## config.mk

```make
export PLATFORM = sky130hd
export DESIGN_NAME = difftest_step_scheduler
export DESIGN_NICKNAME = d
export VERILOG_FILES = /design/src/rtl/difftest_step_scheduler_pkg.sv /design/src/rtl/difftest_step_scheduler_rr_pick.sv /design/src/rtl/difftest_step_scheduler.sv
export SDC_FILE = /design/constraint.sdc
export NUM_CORES = 1
export LEC_CHECK = 0
export ABC_AREA = 1
export CAP_MARGIN = 20
export CORE_ASPECT_RATIO = 0.8
export CORE_MARGIN = 4
export CORE_UTILIZATION = 34
export CTS_BUF_LIST = sky130_fd_sc_hd__clkbuf_8
export CTS_CLUSTER_DIAMETER = 200
export DETAILED_ROUTE_END_ITERATION = 7
export PLACE_DENSITY = 0.56
export SYNTH_ARGS = -nofsm -noshare
export SYNTH_HDL_FRONTEND = slang
export SYNTH_SLANG_ARGS = --single-unit
```

## constraint.sdc

```tcl
create_clock -name clock -period 5.12 [get_ports clock]
set_input_delay 1.28 -clock clock [delete_from_list [all_inputs] [get_ports clock]]
set_output_delay 1.28 -clock clock [all_outputs]
set_load 0.03 [all_outputs]
```

## src/rtl/difftest_step_scheduler_pkg.sv

```systemverilog
// difftest_sched_pkg: scheduler state encoding and host result codes
package difftest_sched_pkg;
  typedef enum logic [1:0] {IDLE, REQ, WAIT, HALT} state_e;
  localparam logic [7:0] SIMV_CONT = 8'd0;
  localparam logic [7:0] SIMV_DONE = 8'd1;
  localparam logic [7:0] SIMV_FAIL = 8'd2;
endpackage

```

## src/rtl/difftest_step_scheduler_rr_pick.sv

```systemverilog
// rr_pick: first set request at or after the pointer, wrapping around
module rr_pick #(
  parameter int N  = 2,
  parameter int IW = 1
) (
  input  logic [N-1:0]  req_i,
  input  logic [IW-1:0] ptr_i,
  output logic [IW-1:0] gnt_o,
  output logic          hit_o
);
  always_comb begin
    gnt_o = '0;
    for (int k = N - 1; k >= 0; k--)
      if (req_i[(int'(ptr_i) + k) % N]) gnt_o = IW'((int'(ptr_i) + k) % N);
  end
  assign hit_o = |req_i;
endmodule

```

## src/rtl/difftest_step_scheduler.sv

```systemverilog
// difftest_step_scheduler: batches per-core commit steps onto one host
// step/result channel, round-robin, and keeps the sticky simulation result.
module difftest_step_scheduler
  import difftest_sched_pkg::*;
#(
  parameter int NCORE = 2,
  parameter int STEPW = 8,
  parameter int ACCW  = 12,
  parameter int MAXB  = 64,
  localparam int CW   = NCORE > 1 ? $clog2(NCORE) : 1
) (
  input  logic                   clock,
  input  logic                   reset,
  input  logic [NCORE*STEPW-1:0] core_step,
  output logic [NCORE-1:0]       core_stall,
  output logic                   req_valid,
  output logic [CW-1:0]          req_core,
  output logic [ACCW-1:0]        req_step,
  input  logic                   req_ready,
  input  logic                   rsp_valid,
  input  logic [7:0]             rsp_result,
  input  logic                   result_clear,
  output logic [7:0]             simv_result,
  output logic                   perf_dump,
  output logic                   busy
);
  localparam logic [ACCW-1:0] ACC_MAX  = '1;
  localparam logic [ACCW-1:0] STALL_TH = ACC_MAX - ACCW'((1 << STEPW) - 1);
  localparam logic [ACCW-1:0] MAXB_W   = ACCW'(MAXB);

  state_e            state_q;
  logic [ACCW-1:0]   acc_q [NCORE];
  logic [ACCW-1:0]   acc_d [NCORE];
  logic [ACCW:0]     sum [NCORE];
  logic [NCORE-1:0]  nz, sat;
  logic [CW-1:0]     rr_q, gnt, req_core_q;
  logic [ACCW-1:0]   req_step_q;
  logic [7:0]        simv_q;
  logic              req_valid_q, hit, hs, clr, ovf_q;

  assign hs = state_q == REQ && req_ready;
  assign clr = state_q == HALT && result_clear;

  // The grant is subtracted before the add, so the intermediate never underflows.
  always_comb begin
    for (int i = 0; i < NCORE; i++) begin
      sum[i] = {1'b0, acc_q[i] - ((hs && req_core_q == CW'(i)) ? req_step_q : '0)}
             + (ACCW+1)'(core_step[i*STEPW +: STEPW]);
      sat[i] = sum[i][ACCW];
      acc_d[i] = sat[i] ? ACC_MAX : sum[i][ACCW-1:0];
      nz[i] = acc_q[i] != '0;
      core_stall[i] = acc_q[i] >= STALL_TH;
    end
  end

  rr_pick #(.N(NCORE), .IW(CW)) u_pick (
    .req_i (nz),
    .ptr_i (rr_q),
    .gnt_o (gnt),
    .hit_o (hit)
  );

  always_ff @(posedge clock) begin
    if (!reset) begin
      state_q     <= IDLE;
      rr_q        <= '0;
      req_valid_q <= 1'b0;
      req_core_q  <= '0;
      req_step_q  <= '0;
      simv_q      <= SIMV_CONT;
      ovf_q       <= 1'b0;
      for (int i = 0; i < NCORE; i++) acc_q[i] <= '0;
    end else begin
      for (int i = 0; i < NCORE; i++) acc_q[i] <= clr ? '0 : acc_d[i];
      ovf_q <= ovf_q | (|sat);
      case (state_q)
        IDLE: if (hit) begin
          req_core_q  <= gnt;
          req_step_q  <= acc_q[gnt] > MAXB_W ? MAXB_W : acc_q[gnt];
          req_valid_q <= 1'b1;
          state_q     <= REQ;
        end
        REQ: if (req_ready) begin
          rr_q        <= req_core_q == CW'(NCORE - 1) ? '0 : req_core_q + 1'b1;
          req_valid_q <= 1'b0;
          state_q     <= WAIT;
        end
        WAIT: if (rsp_valid) begin
          simv_q  <= rsp_result == SIMV_CONT ? SIMV_CONT :
                     rsp_result == SIMV_DONE ? SIMV_DONE : SIMV_FAIL;
          state_q <= rsp_result == SIMV_CONT ? IDLE : HALT;
        end
        default: if (result_clear) begin
          simv_q  <= SIMV_CONT;
          rr_q    <= '0;
          state_q <= IDLE;
        end
      endcase
    end
  end

  always_ff @(posedge clock) begin
    if (reset) begin
      assert (!ovf_q) else $error("step accumulator overflow");
      assert (!(rsp_valid && (state_q == IDLE || state_q == REQ)))
        else $error("rsp_valid with no request outstanding");
    end
  end

  assign req_valid   = req_valid_q;
  assign req_core    = req_core_q;
  assign req_step    = req_step_q;
  assign simv_result = simv_q;
  assign perf_dump   = simv_q != SIMV_CONT;
  assign busy        = state_q != IDLE || |nz;
endmodule
```

==> qor.csv, run 1 <==
stage;metric;value;unit
outcome;status;completed;
routing;drc;0;
finish;final_area;4570;sq um
synth;synth_compound_area_frac;0.137;
setup_path;critPathRequiredTime;5330;ps
power;finalPower;3.32;mW
place;place_area;4430;sq um
place;dp_hpwl;8180;um
setup_path;path_delay_family;simple AND/OR/NAND/NOR gates;
setup_path;slowest_delay;530;ps
min_path;min_path_type;reg2reg;
cts;postCtsHoldBufs;0;
synth;synth-simple-area-share;0.308;
timing;holdWs;485;ps
synth;yosysWarnings;0;
timing;setup_violations;0;
finish;fin_cells;755;
timing;post-route-min-period;4660;ps
synth;synth_seq_cells;43;
floorplanning;ioPinCount;55;
finish;drive_gt1_frac;0.0671;
grt;grt_usage;0.153;
setup_path;crit_type;in2reg;
power;vdd_drop_max;223;uV
synth;syn_inst;560;
synth;synth.area.mux_share;0;
cts;cts_resized;0;
routing;dr.pass1.iters;5;
place;place_inst;747;
cts;cts.path.max_buffers;2;
timing;hold_viol;0;
power;p_leak;2.07;nW
cts;htreeDepth;2;
finish;fin_nets;683;
grt;grt_pass1_vias;3494;
synth;synth_top_family_by_area;simple AND/OR/NAND/NOR gates;
grt;antenna_found_initial;0;
routing;drt-wirelength-per-cell;13.0;um
cts;cts-root-buf;clkbuf_8;
finish;diodes;0;
synth;synth_xor_area_frac;0.0865;
cts;cts_setup_buffers;0;
timing;max_freq;215;MHz
power;powerDensity;726;nW/um^2
timing;rsz0062_at_grt;no;
synth;avgSynthCellArea;6.79;sq um
cts;cts_tree;yes;
synth;synth.distinct_cells;39;
finish;final_common_cell;nand2_1;
place;io_buffers;48;
floorplanning;die-width;126;um
floorplanning;rows;34;
setup_path;crit_path_end_kind;flip-flop;
routing;finalWirelength;9820;um
flow_run;maxCapViolCount;0;
synth;netlist_area;3800;sq um
floorplanning;die_y;103;um
timing;tns;0;ps
cts;cts.clk_slew.worst_paths;90;ps
floorplanning;dieArea;13000;sq um
cts;cts_sinks;43;
setup_path;arrival;4860;ps
synth;yosysSeqAreaShare;0.226;
finish;areaGrowthSynthToFinish;20.1;%
setup_path;start_kind;input pin;
grt;gr-total-overflow;0;
place;finalWeightedCongestion;0.927;
routing;vias_per_cell;4.74;
setup_path;crit_slowest_cell;clkdlybuf4s50_1;
timing;period_share;0.909;
setup_path;crit_path_cell_trace;clkdlybuf4s50_1 > nand2_4 > nor2_2 > nand2_1 > ha_1 > nand2_1 > o21ai_1 > a21oi_1 > xnor2_1 > ha_1 > nand2_1 > o21ai_0 > a21oi_1 > nor2_1 > nand4_4 > a21oi_1;
timing;fin_skew;8.44;ps
floorplanning;initial_core_util;0.349;
routing;ant_nets;0;
setup_path;crit_fanout;10;
timing;drv_slew;0;
cts;clock_latency;300;ps
floorplanning;core_area;10900;sq um
grt;grt_max_degree;22;
finish;final_cell_mix;nand2_1 (136), inv_1 (69), a21oi_1 (61);
setup_path;crit_buf_inv;1;
cts;cts_buffers;5;
synth;yosys.area_share.adder;0.153;
timing;tightestPinTransition;862;ps
grt;grt_pass1_wl;16600;um
timing;slew_headroom;0.424;
routing;drt_iter0_markers;272;
routing;via_count;3577;
-- registers in the layout, summed over array words and instances, names as in the netlist --
name and count:
req_valid 1, state_q 2, acc_q 24, req_step 12, req_core 1, rr_q 1, simv_result 2
-- cells in the mapped netlist, drive strengths merged --
master	number	area share
xnor2	16	0.037
o21bai	3	0.0059
inv	70	0.069
a31oi	2	0.0033
xor2	19	0.050
nor3	6	0.0079
nor4	3	0.0049
fa	4	0.021
ha	40	0.13
dfxtp	43	0.23
a211oi	2	0.0053
conb	1	0.00099
nand3	42	0.062
buf	7	0.014
o211ai	1	0.0020
a311oi	1	0.0023
nand2	144	0.15
nor3b	1	0.0020
nand4	5	0.012
a21oi	66	0.092
a21o	3	0.0059
nand3b	1	0.0020
or2	1	0.0016
clkbuf	6	0.0059
nor2	58	0.065
o21a	1	0.0020
o21ai	14	0.018
-- report_power, final --
group	internal, mW	switching (mW)
sequential	0.453	0.103
clock	0.195	0.129
combinational	0.945	1.49
total	1.59	1.73
-- final timing paths --
check / endpoint / slack [ps] / cells after the start / startpoint
setup / recovery: acc_q[1][5] / 460 / 16 / req_ready
hold / removal: simv_result[0] / 480 / 2 / simv_result[0]
setup reg to reg: acc_q[1][5] / 1410 / 17 / req_core
hold reg to reg: simv_result[0] / 480 / 2 / simv_result[0]
-- final cells by class --
type / instances / area, sq um
clock buffers: 5 / 68.8
multi-input cells: 439 / 2630
flip-flops and latches: 43 / 861
well taps: 144 / 180
inverters: 70 / 263
clock inverters: 3 / 67.6
repair buffers: 51 / 503
fillers: 1203 / 6320
-- stage by stage --
step           worst slack (ps)  utilization
3_5_place_dp                174        0.407
2_1_floorplan              1100            -
3_3_place_gp                219        0.407
6_report                    464        0.419
4_1_cts                     469        0.419
5_1_grt                    34.0        0.419
-- logic make-up (layout without fill, tap and decap cells) --
kind of cell | after synthesis | in the layout
AO/OA/AOI/OAI | 93 | 93
XOR/XNOR | 35 | 35
adder cells (fa/ha/maj) | 44 | 44
buffers and inverters | 83 | 129
flip-flops | 43 | 43
other | 1 | 6
AND/OR/NAND/NOR | 261 | 261
-- worst min-delay path, stage by stage (launching register included) --
cell	delay [ps]
dfxtp_1	330
nand2_1	60
a21oi_1	50
-- routing by layer --
metal | GRT usage | vias to the layer above | share of wire
met3 | 0.0280 | 7 | 0.054
met5 | 0 | - | 0
li1 | - | 1904 | -
met4 | 0.0214 | 0 | 0.0094
met2 | 0.229 | 102 | 0.39
met1 | 0.235 | 1564 | 0.54
Note: power is estimated with default switching activity, not from simulation.
==> run 2: changes to the inputs <==
--- a/config.mk
+++ b/config.mk
@@ -14,6 +14,7 @@
 export CTS_CLUSTER_DIAMETER = 200
 export DETAILED_ROUTE_END_ITERATION = 7
 export PLACE_DENSITY = 0.56
+export RECOVER_POWER = 100
 export SYNTH_ARGS = -nofsm -noshare
 export SYNTH_HDL_FRONTEND = slang
 export SYNTH_SLANG_ARGS = --single-unit
==> constraint.sdc (replaced) <==
create_clock -name clock -period 5 [get_ports clock]
set_input_delay 1.25 -clock clock [delete_from_list [all_inputs] [get_ports clock]]
set_output_delay 1.25 -clock clock [all_outputs]
set_load 0.03 [all_outputs]
==> run 2 against run 1 <==
Net effect: worst hold slack worse by 10 ps; flip-flop and latch count stayed put; register-to-register slack worse by 120 ps; first-iteration DRC count is 33% lower; count of clock-buffer cells in the layout is 2 higher; sequential share of layout area is 0.31 points higher; combinational power hardly changed; die area stayed put; global-route usage is 0.35 points higher; cell count is 0.13% lower; largest cell class unchanged.
==> qor.csv, run 2 (synthesis gave the netlist of run 1 again) <==
stage;metric;value;unit;change
timing;hold_viol;0;;unchanged
timing;tightestPinTransition;807;ps;was 862 ps
setup_path;crit_fanout;6;;was 10
floorplanning;dieArea;13000;sq um;unchanged
floorplanning;die-width;126;um;unchanged
routing;dr.pass1.iters;5;;unchanged
finish;postLayoutCoreUtil;0.413;;was 0.419
cts;cts-root-buf;clkbuf_8;;unchanged
finish;final_cell_mix;nand2_1 (139), inv_1 (70), a21oi_1 (63);;was nand2_1 (136), inv_1 (69), a21oi_1 (61)
setup_path;crit_path_end_kind;flip-flop;;unchanged
power;comb_power_share;0.750;;was 0.735
grt;gr-total-overflow;0;;unchanged
routing;drt-wirelength-per-cell;13.1;um;was 13.0 um
floorplanning;rows;34;;unchanged
routing;drt_iter0_markers;183;;was 272
grt;antenna_found_initial;0;;unchanged
setup_path;start_kind;input pin;;unchanged
finish;largest_register;acc_q;;unchanged
timing;post-route-min-period;4620;ps;
cts;htreeDepth;2;;unchanged
routing;ant_nets;0;;unchanged
timing;slew_headroom;0.461;;was 0.424
floorplanning;initial_core_util;0.349;;unchanged
cts;cts.path.max_buffers;2;;unchanged
timing;tns;0;ps;unchanged
setup_path;critPathRequiredTime;5200;ps;was 5330 ps
timing;fin_skew;3.50;ps;was 8.44 ps
routing;drc;0;;unchanged
min_path;min_path_type;reg2reg;;unchanged
flow_run;maxCapViolCount;0;;unchanged
grt;grt_pass1_vias;3545;;was 3494
timing;drv_slew;0;;unchanged
place;finalWeightedCongestion;0.925;;was 0.927
power;switchingPower;1.74;mW;was 1.73 mW
place;io_buffers;48;;unchanged
timing;max_freq;217;MHz;
finish;diodes;0;;unchanged
cts;cts_buffers;5;;unchanged
finish;areaGrowthSynthToFinish;18.1;%;was 20.1%
routing;via_count;3554;;was 3577
finish;final_area;4490;sq um;was 4570 sq um
cts;postCtsHoldBufs;0;;unchanged
finish;final_common_cell;nand2_1;;unchanged
place;dp_hpwl;8230;um;was 8180 um
power;p_seq_frac;0.174;;was 0.167
power;swShare;0.530;;was 0.520
cts;cts_setup_buffers;0;;unchanged
power;p_leak;2.11;nW;was 2.07 nW
outcome;status;completed;;unchanged
timing;rsz0062_at_grt;no;;unchanged
floorplanning;ioPinCount;55;;unchanged
cts;cts_resized;0;;unchanged
power;vdd_drop_max;246;uV;was 223 uV
grt;grt_pass1_wl;16600;um;about the same
timing;holdWs;474;ps;was 485 ps
timing;setup_violations;0;;unchanged
setup_path;r2r_setup_slack;1290;ps;was 1410 ps
timing;period_share;0.923;;
power;p_int;1.54;mW;was 1.59 mW
cts;cts.clk_slew.worst_paths;80;ps;was 90 ps
power;powerDensity;729;nW/um^2;was 726 nW/um^2
routing;vias_per_cell;4.71;;was 4.74
floorplanning;die_y;103;um;unchanged
finish;largest_reg_flops;24;;unchanged
setup_path;crit_type;in2reg;;unchanged
floorplanning;core_area;10900;sq um;unchanged
grt;grt_max_degree;22;;unchanged
cts;cts_sinks;43;;unchanged
cts;cts_tree;yes;;unchanged
place;place_area;4420;sq um;was 4430 sq um
routing;finalWirelength;9880;um;was 9820 um
finish;fin_nets;682;;was 683
finish;drive_gt1_frac;0.0525;;was 0.0671
grt;grt_usage;0.157;;was 0.153
cts;clock_latency;310;ps;was 300 ps
setup_path;arrival;4820;ps;was 4860 ps
power;p_clk_frac;0.076;;was 0.097
==> run 2: changes by cell type in the layout (fill, tap and decap cells not counted), moves of 2 or more <==
cell / previous run / this run
bufinv_16: 2 / 0
clkbuf_8: 5 / 7
clkdlybuf4s50_1: 48 / 27
nand2_2: 6 / 3
nand2_1: 136 / 139
dlygate4sd3_1: 0 / 21
a21oi_1: 61 / 63
a21oi_2: 5 / 3
==> run 2: final timing paths <==
check,startpoint,to,depth (start not counted)
worst max-delay path,req_ready,acc_q[1][11],20
worst min register to register,simv_result[0],simv_result[0],2
worst min-delay path,simv_result[0],simv_result[0],2
worst max register to register,state_q[0],acc_q[1][11],21
==> run 2: critical path: stages <==
cell	delay, ps
clkdlybuf4s50_1	520
nand2_4	110
nor3_1	210
ha_1	210
inv_1	80
fa_1	460
nand3_1	130
nand3_1	130
a21oi_1	190
xnor2_1	100
ha_1	330
inv_1	70
o21bai_1	150
a21oi_1	60
nand2_1	130
nand2_1	70
a21oi_1	260
nand3_1	140
nor3_1	160
nor2_1	50
==> run 2: cell type report <==
| type | instances | area [sq um] |
|---|---|---|
| tap | 144 | 180 |
| inverter | 70 | 263 |
| clock buffer | 7 | 96.3 |
| multi-input combinational | 439 | 2590 |
| sequential | 43 | 861 |
| clock inverter | 1 | 3.75 |
| fill | 1197 | 6400 |
| timing repair buffer | 50 | 495 |
==> run 2: metrics by stage <==
step	total power, mW	setup slack [ps]	std cells
floorplan	2.54	1010	565
global placement	3.03	38.4	746
detailed placement	3.06	101	746
CTS	3.32	391	754
global route	3.65	29.6	754
finish	3.28	383	754
==> run 2: power by group through the flow <==
stage | logic (mW) | clock network, mW | registers (mW)
after detailed placement | 2.48 | 0 | 0.578
final | 2.46 | 0.249 | 0.569
after CTS | 2.49 | 0.258 | 0.571
after floorplan | 1.96 | 0 | 0.584
after global routing | 2.80 | 0.273 | 0.584
after global placement | 2.45 | 0 | 0.579
==> run 2: routing by layer <==
metal  GRT usage  share of wire  wire length, um
met5           0              0                0
met4      0.0330         0.0094               93
met3      0.0342          0.053              528
met2       0.243           0.40             3960
met1       0.226           0.54             5300
==> patch 1: new RTL, settings of run 2 <==
Re-encode `state_e` (4 states) as one-hot, 4 bits wide.
--- a/src/rtl/difftest_step_scheduler_pkg.sv
+++ b/src/rtl/difftest_step_scheduler_pkg.sv
@@ -2,3 +2,3 @@
 package difftest_sched_pkg;
-  typedef enum logic [1:0] {IDLE, REQ, WAIT, HALT} state_e;
+  typedef enum logic [3:0] {IDLE = 4'b0001, REQ = 4'b0010, WAIT = 4'b0100, HALT = 4'b1000} state_e;
   localparam logic [7:0] SIMV_CONT = 8'd0;
Check against the original RTL: no difference found for any inputs over 4 cycles, from zero or initial values and one cycle with reset low; so few cycles prove little.
==> patch 1 against run 2 <==
Sequential share of layout area up 0.50 points. Synthesized cell count up 2.1%. Wire length fell by 1.6%. Critical path depth is 1 higher. Total power is 1.2% higher. Setup slack worse by 17 ps. Non-clock buffer count is 2 higher. Cell area is 2.0% higher. Hold slack worse by 9.0 ps. Sequential cell count is 2 higher. Synthesized area is 2.7% higher. Global-route usage shrank 1.3 points.
==> patch 1: results (changes against run 2) <==
* DR WL/cell at 12.65 microns (-3.4%)
* Routed vias/inst at 4.764 (+1.1%)
* Power share of the clock group at 0.066 (-0.010)
* First-pass DRT Iterations at 4 (-1)
* Pin count of the biggest net entering global routing at 21 (-4.5%)
* Setup slack after placement at -93.64 ps (-194.2 ps)
* Worst path arrival time at 4790 ps (-30 ps)
* Peak ir drop on the vdd network at 0.0002826 V (+15%)
* Post-synthesis sequential element count at 45 (+4.7%)
* Fraction of area in registers at 0.1965 (+0.004970)
* Layout cell share with drive strength beyond 1 at 0.06731 (+0.01485)
* Clk pwr at 218 uW (-12%)
* Buffers, non-clock at 52 (+4.0%)
* Cell Count Post-Placement at 760 (+1.9%)
* Start of the worst register-to-register path: state_q[1]$_SDFFE_PN0P_
* Number of cells on the worst reg-to-reg path at 22 (+4.8%)
* Mean cell area of the mapped netlist at 6.829 sq um (+0.51%)
* Synth Area in XOR/XNOR at 0.08200 (-0.004486)
* Sequential area share after synthesis at 0.2306 (+0.004380)
* R2r setup slk at 1150 ps (-140 ps)
* Via count of the first global-routing pass at 3413 (-3.7%)
* Pin slew with the least headroom to its limit at 858.4 ps (+51.17 ps)
* Maximum fanout along the worst path at 4 (-2)
* Outcome: finished, final reports clean
* Post-Synth Adder-Cell Area at 0.1486 (-0.003959)
* # fillers at 1180 (-1.4%)
* Longest individual stage delay on the worst path at 530 ps
* Half-perimeter wire length after placement at 8.125 mm (-1.2%)
* Final Skew at 7.411 ps (+3.908 ps)
* Hold path start: req_valid$_SDFFE_PN0P_
* Proportion of final cell area spent on non-clock buffers at 0.1114 (+0.001109)
* Net count, final at 696 (+2.1%)
* Clock network area share at 0.01801 (-0.004259)
* Worst setup slack after layout at 365.7 ps (-17.33 ps)
* First DRT Iteration DRCs at 199 (+8.7%)
* Net Sw Frac at 0.5298 (-0.0005530)
* Placer Congestion at 0.8948 (-3.3%)
* Capture point of the worst reg-to-reg path: acc_q[1][9]$_SDFF_PP0_
* Overall fraction of global-route tracks in use at 0.1438 (-0.01310)
* Synth unique cells at 40 (+2.6%)
* Share of the synthesized area in compound gates (AO/OA/AOI/OAI) at 0.1678 (+0.03104)
* Routing usage on met3 at 0.02823 (-0.005945)
[patch 1: changes by cell type after synthesis, sizes merged, moves of 2 or more]
cell	run 2	this run
inv	70	78
a21oi	66	61
a31oi	2	7
xnor2	16	14
o21ai	14	31
dfxtp	43	45
nand3	42	32
a21boi	0	3
clkinv	0	2
or2	1	3
nand2	144	142
nor2	58	52
[patch 1: metal layers]
layer,routed length (microns),up-vias,part of all wire
li1,-,1954,-
met1,5064,1632,0.52
met2,4033,69,0.42
met3,570,4,0.059
met4,46,0,0.0047
met5,0,-,0
[patch 1: metrics by stage]
step                      setup TNS [ps]  area [sq um]  hold WS [ps]    util
after floorplan                        0          3925         440.3       -
after global placement            -214.6          4543         457.2  0.4107
after detailed placement          -691.7          4543         465.1  0.4107
after CTS                              0          4626         478.7  0.4182
after global routing                   0          4584         505.4  0.4145
final                                  0          4584         465.3  0.4145
==> patch 2: new RTL, settings of run 2 <==
Without the edit above. The parameter `MAXB` goes from 64 to 32.
--- a/src/rtl/difftest_step_scheduler.sv
+++ b/src/rtl/difftest_step_scheduler.sv
@@ -8,3 +8,3 @@
   parameter int ACCW  = 12,
-  parameter int MAXB  = 64,
+  parameter int MAXB  = 32,
   localparam int CW   = NCORE > 1 ? $clog2(NCORE) : 1
Check against the original RTL: not equivalent (a bounded check fails within 4 cycles, from zero or initial values and one cycle with reset low).
==> patch 2 against run 2 <==
Synthesized area fell by 1.6%. Sequential power fell by 6.7%. Utilization up 2.0 points. Setup slack lost 34 ps. Hold slack better by 12 ps. Sequential cell count is the same. Wire length increased by 0.28%. Die area is 1.5% lower. Cell area increased by 0.86%. Total power is 3.6% lower.
==> patch 2: results (changes against run 2) <==
* CTS H-tree lvls at 2 (unchanged)
* Final Skew at 11.19 ps (+7.683 ps)
* Gate family responsible for the most delay along the worst path: simple AND/OR/NAND/NOR gates
* Maximum fanout along the worst path at 10 (+4)
* Sequential area share after synthesis at 0.2299 (+0.003705)
* Overall fraction of global-route tracks in use at 0.1609 (+0.004037)
* Outcome: finished, final reports clean
* Capture point of the worst reg-to-reg path: acc_q[1][2]$_SDFF_PP0_
* Yosys warns at 0 (unchanged)
* Cell Count Post-Placement at 739 (-0.94%)
* Mean cell area of the mapped netlist at 6.819 sq um (+0.36%)
* Power attributed to sequential cells at 531 uW (-6.7%)
* Highest achievable clock rate at 215.0 MHz (-0.73%)
* First-pass GRT wire length at 17.03 mm (+2.3%)
* Worst path arrival time at 4870 ps (+50 ps)
* Via count of the first global-routing pass at 3503 (-1.2%)
* Net count, final at 679 (-0.44%)
* Peak ir drop on the vdd network at 0.0002405 V (-2.3%)
* DP Area at 4425 sq um (about the same)
* Final worst hold slack at 486.7 ps (+12.40 ps)
* Finished Layout Cells at 747 (-0.93%)
* Setup slack after placement at 34.28 ps (-66.28 ps)
* Net Sw Frac at 0.5104 (-0.01990)
* # fillers at 1116 (-6.8%)
* First-pass DRT Iterations at 5 (unchanged)
* Layout cell share with drive strength beyond 1 at 0.07249 (+0.02003)
* R2r setup slk at 1270 ps (-20 ps)
* Headroom to the max-slew limit at 0.4509 (-0.009645)
* Post-CTS setup buffer count at 0 (unchanged)
* Synth Area in XOR/XNOR at 0.09191 (+0.005427)
* Number of cells on the worst reg-to-reg path at 16 (-24%)
* Post-Synth Adder-Cell Area at 0.1551 (+0.002499)
* Half-perimeter wire length after placement at 8.279 mm (+0.64%)
* Maximum clock insertion buffer count at 2 (unchanged)
* Initial antenna violation count at 0 (unchanged)
* Fraction of power consumed by combinational cells at 0.741 (-0.009)
* Total number of vias at 3608 (+1.5%)
* Synth unique cells at 40 (+2.6%)
* Hold path start: simv_result[1]$_SDFFE_PN0P_
* Critical Path Start Type: input port
* Share of the synthesized area in compound gates (AO/OA/AOI/OAI) at 0.1370 (+0.0002350)
* First DRT Iteration DRCs at 147 (-20%)
* Placer Congestion at 0.8833 (-4.5%)
* End of the worst hold path: simv_result[1]$_SDFFE_PN0P_
* Pwr dens at 697.0 nW/um^2 (-4.4%)
* DR WL/cell at 13.26 microns (+1.2%)
* Leak at 0.002100 uW (-0.44%)
* Cell types occupying the most area after synthesis: sky130_fd_sc_hd__dfxtp_1 (23%), sky130_fd_sc_hd__ha_1 (13%), sky130_fd_sc_hd__nand2_1 (12%), sky130_fd_sc_hd__a21oi_1 (8.8%), sky130_fd_sc_hd__inv_1 (6.0%)
* Commonest cells post-synth: sky130_fd_sc_hd__nand2_1 (122), sky130_fd_sc_hd__a21oi_1 (66), sky130_fd_sc_hd__inv_1 (60)
patch 2: cell types whose count changed after synthesis, moves of 4 or more:
cell	before	now
sky130_fd_sc_hd__nand2_1	136	122
sky130_fd_sc_hd__a21oi_1	61	66
sky130_fd_sc_hd__a21oi_2	5	1
sky130_fd_sc_hd__nor3_1	6	12
sky130_fd_sc_hd__o21ai_0	10	15
sky130_fd_sc_hd__inv_1	69	60
patch 2: cells by family (layout without fill, tap and decap cells):
| family | Yosys count | after routing |
|---|---|---|
| and+or+nand+nor | 254 | 254 |
| AOI/OAI and AO/OA | 96 | 96 |
| buffers and inverters | 76 | 129 |
| adders and majority gates | 44 | 44 |
| DFF | 43 | 43 |
| xor gates and xnor gates | 35 | 35 |
| other | 1 | 6 |
patch 2: area by class of cell:
class / instances / area [sq um] / share of cell area
sequential: 43 / 860.8 / 0.1899
timing repair buffer: 58 / 555.5 / 0.1226
clock inverter: 2 / 35.03 / 0.007728
clock buffer: 6 / 82.58 / 0.01822
tap: 140 / 175.2 / 0.03864
inverter: 63 / 236.5 / 0.05217
multi-input combinational: 435 / 2587 / 0.5708
patch 2: how the worst max path moves through the flow:
stage / start / endpoint / depth (start not counted)
after floorplan: req_ready / acc_q[1][0]$_SDFF_PP0_ / 16
after global placement: req_ready / acc_q[0][8]$_SDFF_PP0_ / 19
after detailed placement: req_ready / acc_q[1][2]$_SDFF_PP0_ / 17
after CTS: req_ready / acc_q[1][2]$_SDFF_PP0_ / 17
after global routing: req_ready / acc_q[0][8]$_SDFF_PP0_ / 19
final: req_ready / acc_q[1][2]$_SDFF_PP0_ / 17
patch 2: metal layers:
layer | track usage | share of wire
met1 | 0.2494 | 0.56
met2 | 0.2342 | 0.39
met3 | 0.03344 | 0.047
met4 | 0.02167 | 0.0060
met5 | 0 | 0
